--- src/rtl/pc_pkg.sv ---
// ============================================================================
// Module : pc_pkg
// Brief  : Shared types and default vectors for the program-counter unit.
// Rev    : 1.0  initial release
// ============================================================================
`default_nettype none

package pc_pkg;

  // Numeric encoding doubles as redirect priority (higher wins).
  typedef enum logic [2:0] {
    KIND_NONE   = 3'd0,
    KIND_BRANCH = 3'd1,
    KIND_JUMP   = 3'd2,
    KIND_ERET   = 3'd3,
    KIND_EXC    = 3'd4
  } redirect_kind_t;

  typedef enum logic [0:0] {
    ST_RUN  = 1'b0,
    ST_HOLD = 1'b1
  } pc_state_t;

  localparam logic [31:0] C_DEF_RESET_VEC = 32'h0000_0000;
  localparam logic [31:0] C_DEF_EXC_VEC   = 32'h0000_0180;

endpackage

`default_nettype wire

--- src/rtl/pc_redirect_arb.sv ---
// ============================================================================
// Module : pc_redirect_arb
// Brief  : Priority select of redirect kind/target: exc > eret > jump > branch.
// Rev    : 1.0  initial release
// ============================================================================
`default_nettype none

module pc_redirect_arb
  import pc_pkg::*;
#(
  parameter int ADDR_W = 32
) (
  input  logic              branch_valid,
  input  logic [ADDR_W-1:0] branch_target,
  input  logic              jump_valid,
  input  logic [ADDR_W-1:0] jump_target,
  input  logic              exc_valid,
  input  logic [ADDR_W-1:0] exc_pc,
  input  logic              eret_valid,
  input  logic [ADDR_W-1:0] epc,
  output redirect_kind_t    kind,
  output logic [ADDR_W-1:0] target
);

  // For an exception the target carries the faulting PC destined for epc.
  always_comb begin
    kind   = KIND_NONE;
    target = '0;
    if (exc_valid) begin
      kind   = KIND_EXC;
      target = exc_pc;
    end else if (eret_valid) begin
      kind   = KIND_ERET;
      target = epc;
    end else if (jump_valid) begin
      kind   = KIND_JUMP;
      target = jump_target;
    end else if (branch_valid) begin
      kind   = KIND_BRANCH;
      target = branch_target;
    end
  end

endmodule

`default_nettype wire

--- src/rtl/pc_sequencer.sv ---
// ============================================================================
// Module : pc_sequencer
// Brief  : Hit-gated PC with redirect buffering during fetch stalls and EPC.
//          Optional macro PC_ALIGN_CHK_EN adds misaligned-target trapping.
// Rev    : 1.0  initial release
// ============================================================================
`default_nettype none

module pc_sequencer
  import pc_pkg::*;
#(
  parameter int                ADDR_W      = 32,
  parameter int                INSTR_BYTES = 4,
  parameter logic [ADDR_W-1:0] RESET_VEC   = ADDR_W'(C_DEF_RESET_VEC),
  parameter logic [ADDR_W-1:0] EXC_VEC     = ADDR_W'(C_DEF_EXC_VEC)
) (
  input  logic              clock,
  input  logic              reset,
  input  logic              hit,
  input  logic              branch_valid,
  input  logic [ADDR_W-1:0] branch_target,
  input  logic              jump_valid,
  input  logic [ADDR_W-1:0] jump_target,
  input  logic              exc_valid,
  input  logic [ADDR_W-1:0] exc_pc,
  input  logic              eret_valid,
  output logic [ADDR_W-1:0] pc,
  output logic [ADDR_W-1:0] pc_next_seq,
  output logic [ADDR_W-1:0] epc,
  output logic              redirect_pending,
  output logic              flush
`ifdef PC_ALIGN_CHK_EN
  ,
  output logic              align_err
`endif
);

  localparam logic [ADDR_W-1:0] C_STEP       = ADDR_W'(INSTR_BYTES);
  localparam logic [ADDR_W-1:0] C_ALIGN_MASK = ADDR_W'(INSTR_BYTES - 1);

  pc_state_t         r_state;
  redirect_kind_t    r_pend_kind;
  logic [ADDR_W-1:0] r_pend_target;
  redirect_kind_t    w_kind;
  logic [ADDR_W-1:0] w_target;
  logic              w_accept;
  logic              w_misaligned;

  pc_redirect_arb #(.ADDR_W(ADDR_W)) u_arb (
    .branch_valid  (branch_valid),
    .branch_target (branch_target),
    .jump_valid    (jump_valid),
    .jump_target   (jump_target),
    .exc_valid     (exc_valid),
    .exc_pc        (exc_pc),
    .eret_valid    (eret_valid),
    .epc           (epc),
    .kind          (w_kind),
    .target        (w_target)
  );

  assign pc_next_seq      = pc + C_STEP;
  assign redirect_pending = (r_state == ST_HOLD);

  // In HOLD a new redirect replaces the pending one only at equal or higher priority.
  assign w_accept = (w_kind != KIND_NONE) && (w_kind != KIND_EXC) &&
                    ((r_state == ST_RUN) || (w_kind >= r_pend_kind));

`ifdef PC_ALIGN_CHK_EN
  assign w_misaligned = (w_target & C_ALIGN_MASK) != '0;
`else
  assign w_misaligned = 1'b0;
`endif

  always_ff @(negedge clock) begin
    if (reset) begin
      pc            <= RESET_VEC;
      epc           <= '0;
      flush         <= 1'b0;
      r_state       <= ST_RUN;
      r_pend_kind   <= KIND_NONE;
      r_pend_target <= '0;
`ifdef PC_ALIGN_CHK_EN
      align_err     <= 1'b0;
`endif
    end else begin
      flush <= 1'b0;
`ifdef PC_ALIGN_CHK_EN
      align_err <= 1'b0;
`endif
      if (w_kind == KIND_EXC || (w_accept && w_misaligned)) begin
        pc          <= EXC_VEC;
        epc         <= w_target;
        flush       <= 1'b1;
        r_state     <= ST_RUN;
        r_pend_kind <= KIND_NONE;
`ifdef PC_ALIGN_CHK_EN
        align_err   <= (w_kind != KIND_EXC);
`endif
      end else if (w_accept) begin
        if (hit) begin
          pc          <= w_target;
          flush       <= 1'b1;
          r_state     <= ST_RUN;
          r_pend_kind <= KIND_NONE;
        end else begin
          r_pend_target <= w_target;
          r_pend_kind   <= w_kind;
          r_state       <= ST_HOLD;
        end
      end else if (r_state == ST_HOLD) begin
        if (hit) begin
          pc          <= r_pend_target;
          flush       <= 1'b1;
          r_state     <= ST_RUN;
          r_pend_kind <= KIND_NONE;
        end
      end else if (hit) begin
        pc <= pc_next_seq;
      end
    end
  end

endmodule

`default_nettype wire

--- config.mk ---
export PLATFORM = sky130hd
export DESIGN_NAME = pc_sequencer
export DESIGN_NICKNAME = d
export VERILOG_FILES = /design/src/rtl/pc_pkg.sv /design/src/rtl/pc_redirect_arb.sv /design/src/rtl/pc_sequencer.sv
export SDC_FILE = /design/constraint.sdc
export NUM_CORES = 1
export LEC_CHECK = 0
export ABC_AREA = 0
export BUFFER_PORTS_ARGS = -buffer_cell sky130_fd_sc_hd__buf_2
export CORE_UTILIZATION = 46
export CTS_CLUSTER_SIZE = 10
export DETAILED_ROUTE_END_ITERATION = 6
export GPL_TIMING_DRIVEN = 1
export PLACE_DENSITY = 0.77
export SLEW_MARGIN = 20
export SYNTH_ARGS = -nofsm -noshare
export SYNTH_HDL_FRONTEND = slang
export SYNTH_HIERARCHICAL = 1
export SYNTH_SLANG_ARGS = --single-unit
--- constraint.sdc ---
create_clock -name clock -period 2.7 [get_ports clock]
set_clock_uncertainty 0.15 [all_clocks]
set_input_delay 0.27 -clock clock [delete_from_list [all_inputs] [get_ports clock]]
set_output_delay 0.27 -clock clock [all_outputs]
set_load 0.1 [all_outputs]
==> impl_metrics.yaml, run 1 <==
logic_synthesis:
  synth_fp_nets: 906
  synth_cell_types: 63
  syn_inst: 799
  ys_ff_latch: 101
  ys.flop_type: "dfxtp_1"
  ys_warn_count: 6
  syn_area_per_cell_um2: 7.51
  synth-seq-area-share_pct: 33.7
  synthTopCellsByArea: "dfxtp_1 34%, nand2_1 10%, a21oi_1 9.1%, o22ai_1 4.5%, a22oi_1 3.9%"
  synthArstFlopShare_pct: 0
  syn_area_um2: 6000
  synth_edf_count: 0
  synth_area_leader_cell: "dfxtp_1"
  synth.top_cell.area_share_pct: 33.7
floorplan:
  io_pins: 201
  die-width_um: 116
  start_util_pct: 47.3
  die_h_um: 116
  rows: 41
place:
  hpwl_um: 18900
  portBuffers: 200
  place_congestion: 0.956
  dp_cells: 1277
clocking:
  cts_sinks: 101
  cts_resized: 350
  clock_path_buffers: 2
  clock-root-buffer: "clkbuf_16"
  hold_buffers: 0
  cts_buffers: 9
  post_cts_buffers: 48
  h-tree-depth: 3
run_status:
  haltStage: "4_1_cts"
  firstError: "[ERROR DPL-0038] Utilization greater than 100%, impossible to legalize"
  status: "aborted with a tool error"
cells in the mapped netlist, drive strengths merged, types with 4 or more instances:
cell,instances
nand2,165
a21oi,109
dfxtp,101
clkbuf,49
o22ai,43
a22oi,31
nor2,26
buf,24
nand3,21
inv,15
nand2b,15
o21ai,15
nand4,13
nor3,13
xnor2,12
xor2,12
a211o,10
o211ai,10
or3,10
a31oi,9
mux2i,8
a211oi,7
a311oi,5
a41oi,5
and3,5
and4,5
nor2b,5
ha,4
o21a,4
o221ai,4
o31a,4
through the flow:
step	instance area [µm²]	hold slack [ns]	worst slack [ns]	setup TNS [ns]
2_1_floorplan	7070	0.284	-1.37	-128.90
3_3_place_gp	10600	0.294	-1.14	-106.74
3_5_place_dp	10600	0.302	-1.24	-113.19
kinds of logic after synthesis:
logic type | synth area share [%]
flops | 33.7
fa+ha+maj | 0.835
compound gates | 29.3
buf+inv | 7.01
simple gates | 23.8
mux | 1.90
xor+xnor | 3.51
==> run 2, diff against run 1 <==
CORE_UTILIZATION = 35   (was 46)
CTS_CLUSTER_SIZE = default   (was 10)
PLACE_DENSITY = default   (was 0.77)
PLACE_DENSITY_LB_ADDON = 0.15   (was default)
clock period = 3.5 ns   (was 2.7 ns; I/O delays follow)
==> run 2 against run 1 <==
  * The flow now finishes, with violations (negative setup slack)
  * Synthesized area did not move
  * Synthesized cell count unchanged
==> impl_metrics.yaml, run 2 <==
run_status:
  status: "finished with violations"
  violations: "negative setup slack"
critical_path:
  crit_fanout: 2
  critPathArrivalTime_ns: 4.18
  critPathRequiredTime_ns: 3.00
  worstSetupPathType: "reg -> out"
  reg2reg_setup_slack_ns: 0.83
  cp-startpoint: "pc[3]"
  crit_path_end_kind: "output port"
  crit_end: "pc_next_seq[22]"
  r2r_end: "pc[29]"
  r2r_start: "redirect_pending"
  cp-start-kind: "flip-flop"
  r2r_cells: 6
routing:
  vias_per_cell: 5.82
  drtIter0Drc: 759
  first_pass_iters: 5
  wl_per_cell_um: 20.6
  wl_um: 31100
  drc: 0
  antenna_left: 0
  route.vias.total: 8801
logic_synthesis:
  syn_inst: 799
  ys_warn_count: 6
  synthTopCellsByArea: "dfxtp_1 34%, nand2_1 10%, a21oi_1 9.1%, o22ai_1 4.5%, a22oi_1 3.9%"
  synth.top_cell.area_share_pct: 33.7
  synth_top_family_by_area: "compound AO/OA/AOI/OAI gates"
  synth_fp_nets: 906
  syn_area_per_cell_um2: 7.51
  synth_most_common_cell: "nand2_1"
  synth-adder-area-share_pct: 0.835
  synth_xor_area_share_pct: 3.51
  synthArstFlopShare_pct: 0
  synth-simple-area-share_pct: 23.8
  synth_cell_types: 63
  synthMuxAreaShare_pct: 1.90
  ys.flop_type: "dfxtp_1"
  synth-seq-area-share_pct: 33.7
  syn_area_um2: 6000
  synth_area_leader_cell: "dfxtp_1"
  synth_common_cells: "165 x nand2_1, 109 x a21oi_1, 101 x dfxtp_1"
  ys_ff_latch: 101
  synth_edf_count: 0
  synth_compound_area_share_pct: 29.3
grt:
  first_global_vias: 8494
  antenna_found_initial: 0
  grt_max_degree: 50
  grt_pass1_wl_um: 43900
  grt_overflow_total: 0
  gr-usage-all-layers_pct: 31.4
power_and_ir_drop:
  powerDensity_nw_per_um2: 404
  leakagePower_uw: 0.00570
  p_total_uw: 5100
  ir_worst_vdd_mv: 0.255
place:
  placedInstanceArea_um2: 9750
  hpwl_um: 17600
  place_congestion: 0.882
  dp_cells: 1319
  portBuffers: 200
floorplan:
  die_h_um: 133
  die-width_um: 133
  dieArea_um2: 17700
  core_um2: 16600
  start_util_pct: 36.0
  rows: 47
  io_pins: 201
sta:
  holdWs_ns: 0.320
  hold_viol: 0
  worst_pin_slew_ns: 0.709
  max_slew_margin_pct: 52.5
  slew_viol_final: 0
  setup_viol: 100
  rsz0062_at_grt: "yes"
  finalWorstSetupSlack_ns: -1.18
min_path:
  min_from: "epc[26]"
  hp-class: "reg -> reg"
clocking:
  clk_latency_ns: 0.46
  tritoncts: "yes"
  cts_sinks: 101
  cts_buffers: 9
  clock_path_buffers: 2
  h-tree-depth: 3
  clkTransAtPathRegs_ns: 0.06
  clock-root-buffer: "clkbuf_16"
finish:
  synthToLayoutAreaGrowth_pct: 111
  num-fill-cells: 1050
  final_cells: 1513
  fin_util_pct: 75.9
  final_area_um2: 12600
  layout_commonest_cell: "buf_4"
  multi_input_area_um2: 5390
  seq_area_um2: 2110
  layout_common_cells: "189 x buf_4, 123 x buf_2, 114 x inv_1, 97 x nand2_1, 70 x dfxtp_1"
  layout.nets: 1395
  diodes: 0
  largestRegisters: "epc: 32 flops, r_pend_target: 32 flops, pc: 30 flops"
  drive_gt1_share_pct: 58.2
run:
  drv_cap: 0
==> run 2: cell counts after synthesis <==
Identical to the previous run, type by type.
==> run 2: logic make-up (layout without fill, tap and decap cells) <==
family,count (synthesis),count (layout)
xor+xnor,24,24
flops,101,101
buf+inv,89,582
compound gates,275,275
mux,11,11
fa+ha+maj,4,4
simple gates,295,296
==> run 2: how the worst min path moves through the flow <==
stage,end,slack (ns),cells past startpoint
after floorplan,r_pend_target[10],0.28,2
after global placement,r_pend_target[0],0.29,2
after detailed placement,r_pend_target[30],0.30,2
after CTS,r_pend_target[28],0.31,2
after global routing,r_pend_target[2],0.34,2
final,epc[26],0.32,2
==> run 2: what timing repair did <==
action                     in CTS  in global routing
pin swaps                      92                 87
resized for setup             229                169
hold buffers                    0                  0
setup endpoints to repair     114                142
buffers inserted               56                 31
gates cloned                    9                  2
==> run 2: metal layers <==
| metal | routed length (µm) | GRT usage [%] | vias to the layer above | share of wire, % |
|---|---|---|---|---|
| met4 | 1750 | 16.5 | 0 | 5.6 |
| met3 | 2680 | 6.90 | 157 | 8.6 |
| li1 | - | - | 3899 | - |
| met2 | 14600 | 51.1 | 602 | 47 |
| met1 | 12100 | 38.8 | 4143 | 39 |
| met5 | 0 | 0 | - | 0 |
==> run 2: stage by stage <==
stage          setup slack, ns  TNS, ns
6_report                 -1.18   -46.68
5_1_grt                  -1.20   -53.14
4_1_cts                  -1.09   -41.73
3_5_place_dp            -0.882   -71.30
3_3_place_gp            -0.853   -69.47
2_1_floorplan            -1.05   -87.82
==> run 2: cell type report <==
type	instances	area share [%]
clock buffer	9	1.78
clock inverter	108	3.76
inverter	15	0.466
multi-input combinational	610	42.7
sequential	101	16.7
tap	220	2.18
timing repair buffer	450	32.5
==> run 2: worst max-delay path: stages, from the launching register on <==
cell and delay, ns:
dfxtp_4 0.37, ha_4 0.16, nand4_4 0.11, or4b_4 0.53, or4_4 0.58, nand2_8 0.08, buf_12 0.16
==> run 2: power by group <==
group          internal [µW]  switching, µW
sequential              1240           76.8
combinational            772           1340
clock                    787            888
Power figures use the tool's default switching activity.
==> run 3, diff against run 2 <==
ABC_AREA = 1   (was 0)
==> run 3 against run 2 <==
  * The flow still finishes with violations (negative setup slack)
  * Count of clock-buffer cells in the layout did not move
  * Die area rose by 13%
  * Via count fell by 2.9%
  * Critical endpoint is now pc_next_seq[23]
  * Largest cell class unchanged
  * Largest power group unchanged
  * Highest routed layer unchanged
==> impl_metrics.yaml, run 3 <==
run_status:
  status: "finished with violations"
  violations: "negative setup slack"
power_and_ir_drop:
  power.share.sequential_pct: 27.8
  p_int_uw: 2650
  p_switching_uw: 2020
  combPwrFrac_pct: 38.8
  leakagePower_uw: 0.00602
  powerDensity_nw_per_um2: 392
  ir_worst_vdd_mv: 0.246
  switching_share_pct: 43.3
  clkPwrFrac_pct: 33.4
critical_path:
  crit_fanout: 5
  worstSetupPathType: "reg -> out"
  critPathArrivalTime_ns: 3.64
  critPathRequiredTime_ns: 3.00
  crit_path_end_kind: "output port"
  cp-start-kind: "flip-flop"
sta:
  rsz0062_at_grt: "yes"
  hold_viol: 0
  worst_pin_slew_ns: 0.585
  slew_viol_final: 0
  setup_viol: 95
  max_slew_margin_pct: 61.0
  finalWorstSetupSlack_ns: -0.640
clocking:
  clk_latency_ns: 0.43
  clkTransAtPathRegs_ns: 0.03
  clock-root-buffer: "clkbuf_16"
  h-tree-depth: 3
  cts_sinks: 101
  cts_buffers: 9
  clock_path_buffers: 2
  tritoncts: "yes"
logic_synthesis:
  ys_ff_latch: 101
  synthArstFlopShare_pct: 0
  synthTopCellsByArea: "dfxtp_1 30%, nand2_1 25%, a21oi_1 9.2%, nor2_1 5.1%, nand3_1 4.0%"
  synth.top_cell.area_share_pct: 29.8
  synth_area_leader_cell: "dfxtp_1"
  syn_inst: 1093
  synth_most_common_cell: "nand2_1"
  synth_cell_types: 37
  synth-seq-area-share_pct: 29.8
  ys_warn_count: 6
  synth_common_cells: "460 x nand2_1, 125 x a21oi_1, 101 x dfxtp_1"
  synth_fp_nets: 1200
  synth_edf_count: 0
  syn_area_per_cell_um2: 6.21
  ys.flop_type: "dfxtp_1"
  syn_area_um2: 6790
finish:
  drive_gt1_share_pct: 44.7
  final_cells: 1767
  layout.nets: 1609
  diodes: 0
  largestRegisters: "epc: 32 flops, r_pend_target: 32 flops, pc: 30 flops"
  synthToLayoutAreaGrowth_pct: 75.5
  final_area_um2: 11900
  num-fill-cells: 1683
  layout_commonest_cell: "nand2_1"
  layout_common_cells: "382 x nand2_1, 153 x inv_1, 152 x buf_4, 123 x buf_2, 86 x nor2_1"
floorplan:
  io_pins: 201
  core_um2: 18900
  dieArea_um2: 20000
  die-width_um: 141
  start_util_pct: 35.9
  die_h_um: 141
  rows: 50
grt:
  grt_max_degree: 68
  gr-usage-all-layers_pct: 25.4
  antenna_found_initial: 0
  grt_pass1_wl_um: 40200
  grt_overflow_total: 0
  first_global_vias: 8139
place:
  hpwl_um: 17000
  place_congestion: 0.836
  dp_cells: 1611
  dp_slack_ns: -0.474
  placedInstanceArea_um2: 9650
  portBuffers: 200
min_path:
  hp-class: "reg -> reg"
routing:
  vias_per_cell: 4.84
  route.vias.total: 8547
  wl_um: 26800
  wl_per_cell_um: 15.2
  first_pass_iters: 7
  drc: 0
  antenna_left: 0
  drtIter0Drc: 493
run:
  drv_cap: 0
==> run 3: changes by cell type after synthesis, sizes merged, moves of 16 or more <==
cell	delta
a21oi	+16
a22oi	-31
clkbuf	-19
inv	+46
nand2	+302
nand3	+48
nor2	+99
o22ai	-43
==> run 3: path summary, 6_finish.rpt <==
check             cells past startpoint  slack [ns]          endpoint             start
setup / recovery                      9       -0.64   pc_next_seq[23]             pc[2]
hold / removal                        2        0.32  r_pend_target[8]  r_pend_target[8]
setup reg to reg                      7        1.21            pc[11]  redirect_pending
hold reg to reg                       2        0.32  r_pend_target[8]  r_pend_target[8]
==> run 3: power groups by stage <==
stage               Clock, µW  Combinational [µW]  Sequential, µW
floorplan                 176                 707            1650
global placement          176                1480            1300
detailed placement        176                1490            1300
CTS                      1570                1710            1290
global route             1710                1900            1300
finish                   1560                1810            1300
==> run 3: cell families (layout without fill, tap and decap cells) <==
family | count (synthesis) | after routing | synth area share (%)
buf+inv | 132 | 546 | 11.6
compound gates | 157 | 157 | 11.9
xor+xnor | 10 | 10 | 1.84
fa+ha+maj | 4 | 4 | 0.737
simple gates | 689 | 689 | 44.1
flops | 101 | 101 | 29.8
==> run 3: per-stage QoR <==
step	hold slack (ns)	setup TNS [ns]	utilization (%)	total power, µW
2_1_floorplan	0.284	-50.31	-	2530
5_1_grt	0.341	-29.97	63.1	4920
6_report	0.324	-21.30	63.1	4670
3_5_place_dp	0.302	-41.19	51.1	2970
4_1_cts	0.309	-18.08	60.3	4580
3_3_place_gp	0.294	-37.20	51.1	2960
==> run 3: repair_timing <==
| action | 4_1_cts | 5_1_grt |
|---|---|---|
| setup endpoints to repair | 121 | 116 |
| hold buffers | 0 | 0 |
| pin swaps | 60 | 71 |
| gates resized for setup | 153 | 134 |
| endpoints found under the hold margin | 0 | 0 |
| setup buffers | 25 | 7 |
| gates cloned | 14 | 2 |
==> run 3: layout make-up <==
type	instances	area, µm²	share of cell area, %
Tap cell	260	325	2.73
Inverter	62	277	2.32
Multi-Input combinational cell	860	5130	43.1
Timing Repair Buffer	367	3400	28.5
Clock inverter	108	467	3.92
Sequential cell	101	2090	17.6
Clock buffer	9	225	1.89
==> run 3: routing by layer <==
layer  GRT usage [%]  vias to the layer above  routed length, µm
met5               0                        -                  0
met4            10.6                        0                666
met3            5.23                       58               1630
met2            39.9                      337              12400
met1            33.8                     3897              12100
li1                -                     4255                  -
==> run 3: critical path, stage by stage, from the launching register on <==
cell,delay (ns)
dfxtp_4,0.35
buf_12,0.10
clkinvlp_4,0.08
nor2_4,0.16
nand2_2,0.11
nor2_4,0.13
buf_12,0.14
nand3b_1,0.12
nand2_4,0.10
buf_12,0.17
==> run 4, diff against run 3 <==
ABC_AREA = default   (was 1)
SYNTH_HIERARCHICAL = default   (was 1)
==> run 4 against run 3 <==
  * The run still ends with negative setup slack left
  * Final cell count down 20%
  * First-iteration DRC count grew 31%
  * Count of clock-buffer cells in the layout is the same
  * Sequential share of layout area is 0.14 points higher
  * Sequential power decreased by 5%
  * Sequential cell count unchanged
  * Critical path type unchanged
  * Critical endpoint is now pc_next_seq[31]
  * Largest cell class unchanged
==> impl_metrics.yaml, run 4 <==
grt:
  grt_overflow_total: 0
  grt_max_degree: 68
  gr-usage-all-layers_pct: 28.1
  first_global_vias: 7283
  grt_pass1_wl_um: 36900
  antenna_found_initial: 0
place:
  place_congestion: 0.817
  hpwl_um: 15700
  dp_cells: 1240
  placedInstanceArea_um2: 9570
  portBuffers: 200
critical_path:
  max_stage_delay_ns: 0.34
  worstSetupPathType: "reg -> out"
  crit_path_end_kind: "output port"
  crit_fanout: 3
  critPathArrivalTime_ns: 3.85
  cp_slowest_cell: "dfxtp_4"
  critPathRequiredTime_ns: 3.00
  crit_path_cell_trace: "and4_4 -> nand4_1 -> nor4_4 -> buf_4 -> and3_4 -> xnor2_4 -> buf_12"
  cp-start-kind: "flip-flop"
logic_synthesis:
  synthArstFlopShare_pct: 0
  synth_fp_nets: 834
  syn_area_um2: 5750
  ys_warn_count: 0
  synth_area_leader_cell: "dfxtp_1"
  syn_inst: 728
  synth_common_cells: "101 x dfxtp_1, 101 x nand2_1, 69 x a21oi_1"
  synth-seq-area-share_pct: 35.2
  synthTopCellsByArea: "dfxtp_1 35%, nand2_1 6.6%, mux2i_1 6.4%, a21oi_1 6.0%, nor2_1 3.7%"
  syn_area_per_cell_um2: 7.90
  synth.top_cell.area_share_pct: 35.2
  synth_cell_types: 62
  synth_edf_count: 0
  ys.flop_type: "dfxtp_1"
  ys_ff_latch: 101
finish:
  final_cells: 1414
  diodes: 0
  layout_common_cells: "171 x buf_4, 130 x buf_2, 114 x inv_1, 69 x dfxtp_1, 61 x nand2_1"
  final_area_um2: 12000
  multi_input_area_um2: 4990
  largestRegisters: "epc: 32 flops, r_pend_target: 32 flops, pc: 30 flops"
  seq_area_um2: 2120
  synthToLayoutAreaGrowth_pct: 108
  drive_gt1_share_pct: 57.0
  layout_commonest_cell: "buf_4"
  num-fill-cells: 1055
  layout.nets: 1299
power_and_ir_drop:
  leakagePower_uw: 0.00546
  clkPwrFrac_pct: 38.3
  p_int_uw: 2380
  powerDensity_nw_per_um2: 338
  p_switching_uw: 1660
  combPwrFrac_pct: 30.9
  power.share.sequential_pct: 30.8
  ir_worst_vdd_mv: 0.297
  switching_share_pct: 41.1
routing:
  first_pass_iters: 6
  wl_per_cell_um: 18.4
  route.vias.total: 7620
  drtIter0Drc: 647
  antenna_left: 0
  drc: 0
  vias_per_cell: 5.39
  wl_um: 26000
clocking:
  tritoncts: "yes"
  cts_sinks: 101
  clock_path_buffers: 2
  h-tree-depth: 3
  clk_latency_ns: 0.44
  hold_buffers: 0
  clock-root-buffer: "clkbuf_16"
  cts_buffers: 9
  clkTransAtPathRegs_ns: 0.07
sta:
  setup_viol: 96
  rsz0062_at_grt: "yes"
  max_slew_margin_pct: 40.1
  worst_pin_slew_ns: 0.891
  hold_viol: 0
  slew_viol_final: 0
  finalWorstSetupSlack_ns: -0.849
run:
  drv_cap: 0
floorplan:
  die-width_um: 130
  start_util_pct: 36.1
  die_h_um: 130
  core_um2: 15900
  dieArea_um2: 17000
  io_pins: 201
  rows: 46
min_path:
  hp-class: "reg -> reg"
run_status:
  violations: "negative setup slack"
  status: "finished with violations"
run 4: changes by cell type in the layout (fill, tap and decap cells not counted), moves of 31 or more:
cell / delta
buf_6: +31
nand2_4: -36
nor2_1: -45
nand2_1: -321
nand3_2: -35
mux2i_1: +35
inv_1: -39
run 4: timing repair:
item                                    CTS  global route
setup buffers                            36            24
resized for setup                       137           142
endpoints found under the setup margin  111           106
pin swaps                                62            76
gates cloned                              8             2
run 4: cell families after synthesis:
kind of cell	count (synthesis)	synth area share, %
AND/OR/NAND/NOR	265	22.7
buffers and inverters	81	6.29
adder cells (fa/ha/maj)	3	0.653
XOR/XNOR	28	4.52
multiplexers	39	6.83
AO/OA/AOI/OAI	211	23.8
flip-flops	101	35.2
run 4: metal layers:
layer  GRT usage, %  part of all wire, %  wire, µm
met3           5.74                  7.6      1970
met1           37.5                   42     10800
met2           44.1                   48     12400
met4           11.2                  2.8       728
met5              0                    0         0
run 4: layout make-up:
cell class / instances / share of cell area, %
Multi-Input combinational cell: 546 / 41.7
Timing Repair Buffer: 419 / 32.2
Sequential cell: 101 / 17.7
Clock inverter: 108 / 3.78
Tap cell: 216 / 2.26
Clock buffer: 9 / 1.88
Inverter: 15 / 0.513
run 4: power by group through the flow:
stage,Sequential (µW),Clock (µW),Combinational (µW)
floorplan,1510,176,423
global placement,1250,176,1040
detailed placement,1250,176,1050
CTS,1240,1520,1160
global route,1240,1690,1300
finish,1240,1550,1250
run 4: final timing paths:
path                                        from                 to  slack [ns]  depth (start not counted)
worst max-delay path                      pc[20]    pc_next_seq[31]       -0.85                          7
worst min-delay path            r_pend_target[8]   r_pend_target[8]        0.32                          2
worst max register to register  redirect_pending  r_pend_target[10]        0.79                         11
worst min register to register  r_pend_target[8]   r_pend_target[8]        0.32                          2
run 4: worst max-delay path: cells and delay by family, from the launching register on:
| kind | cells | cell delay [ns] |
|---|---|---|
| simple gates | 4 | 0.82 |
| buf+inv | 2 | 0.37 |
| flops | 1 | 0.34 |
| xor+xnor | 1 | 0.13 |
run 4: metrics by stage:
stage                     setup WS (ns)  total power, µW  util, %  TNS (ns)  hold WS, ns
after CTS                        -0.896             3920     70.9    -33.45        0.306
final                            -0.849             4040     75.0    -35.20        0.322
after global placement           -0.684             2470     60.0    -46.86        0.292
after global routing             -0.906             4230     75.0    -39.58        0.337
after floorplan                   -1.01             2110        -    -67.77        0.281
after detailed placement         -0.710             2470     60.0    -48.56        0.296
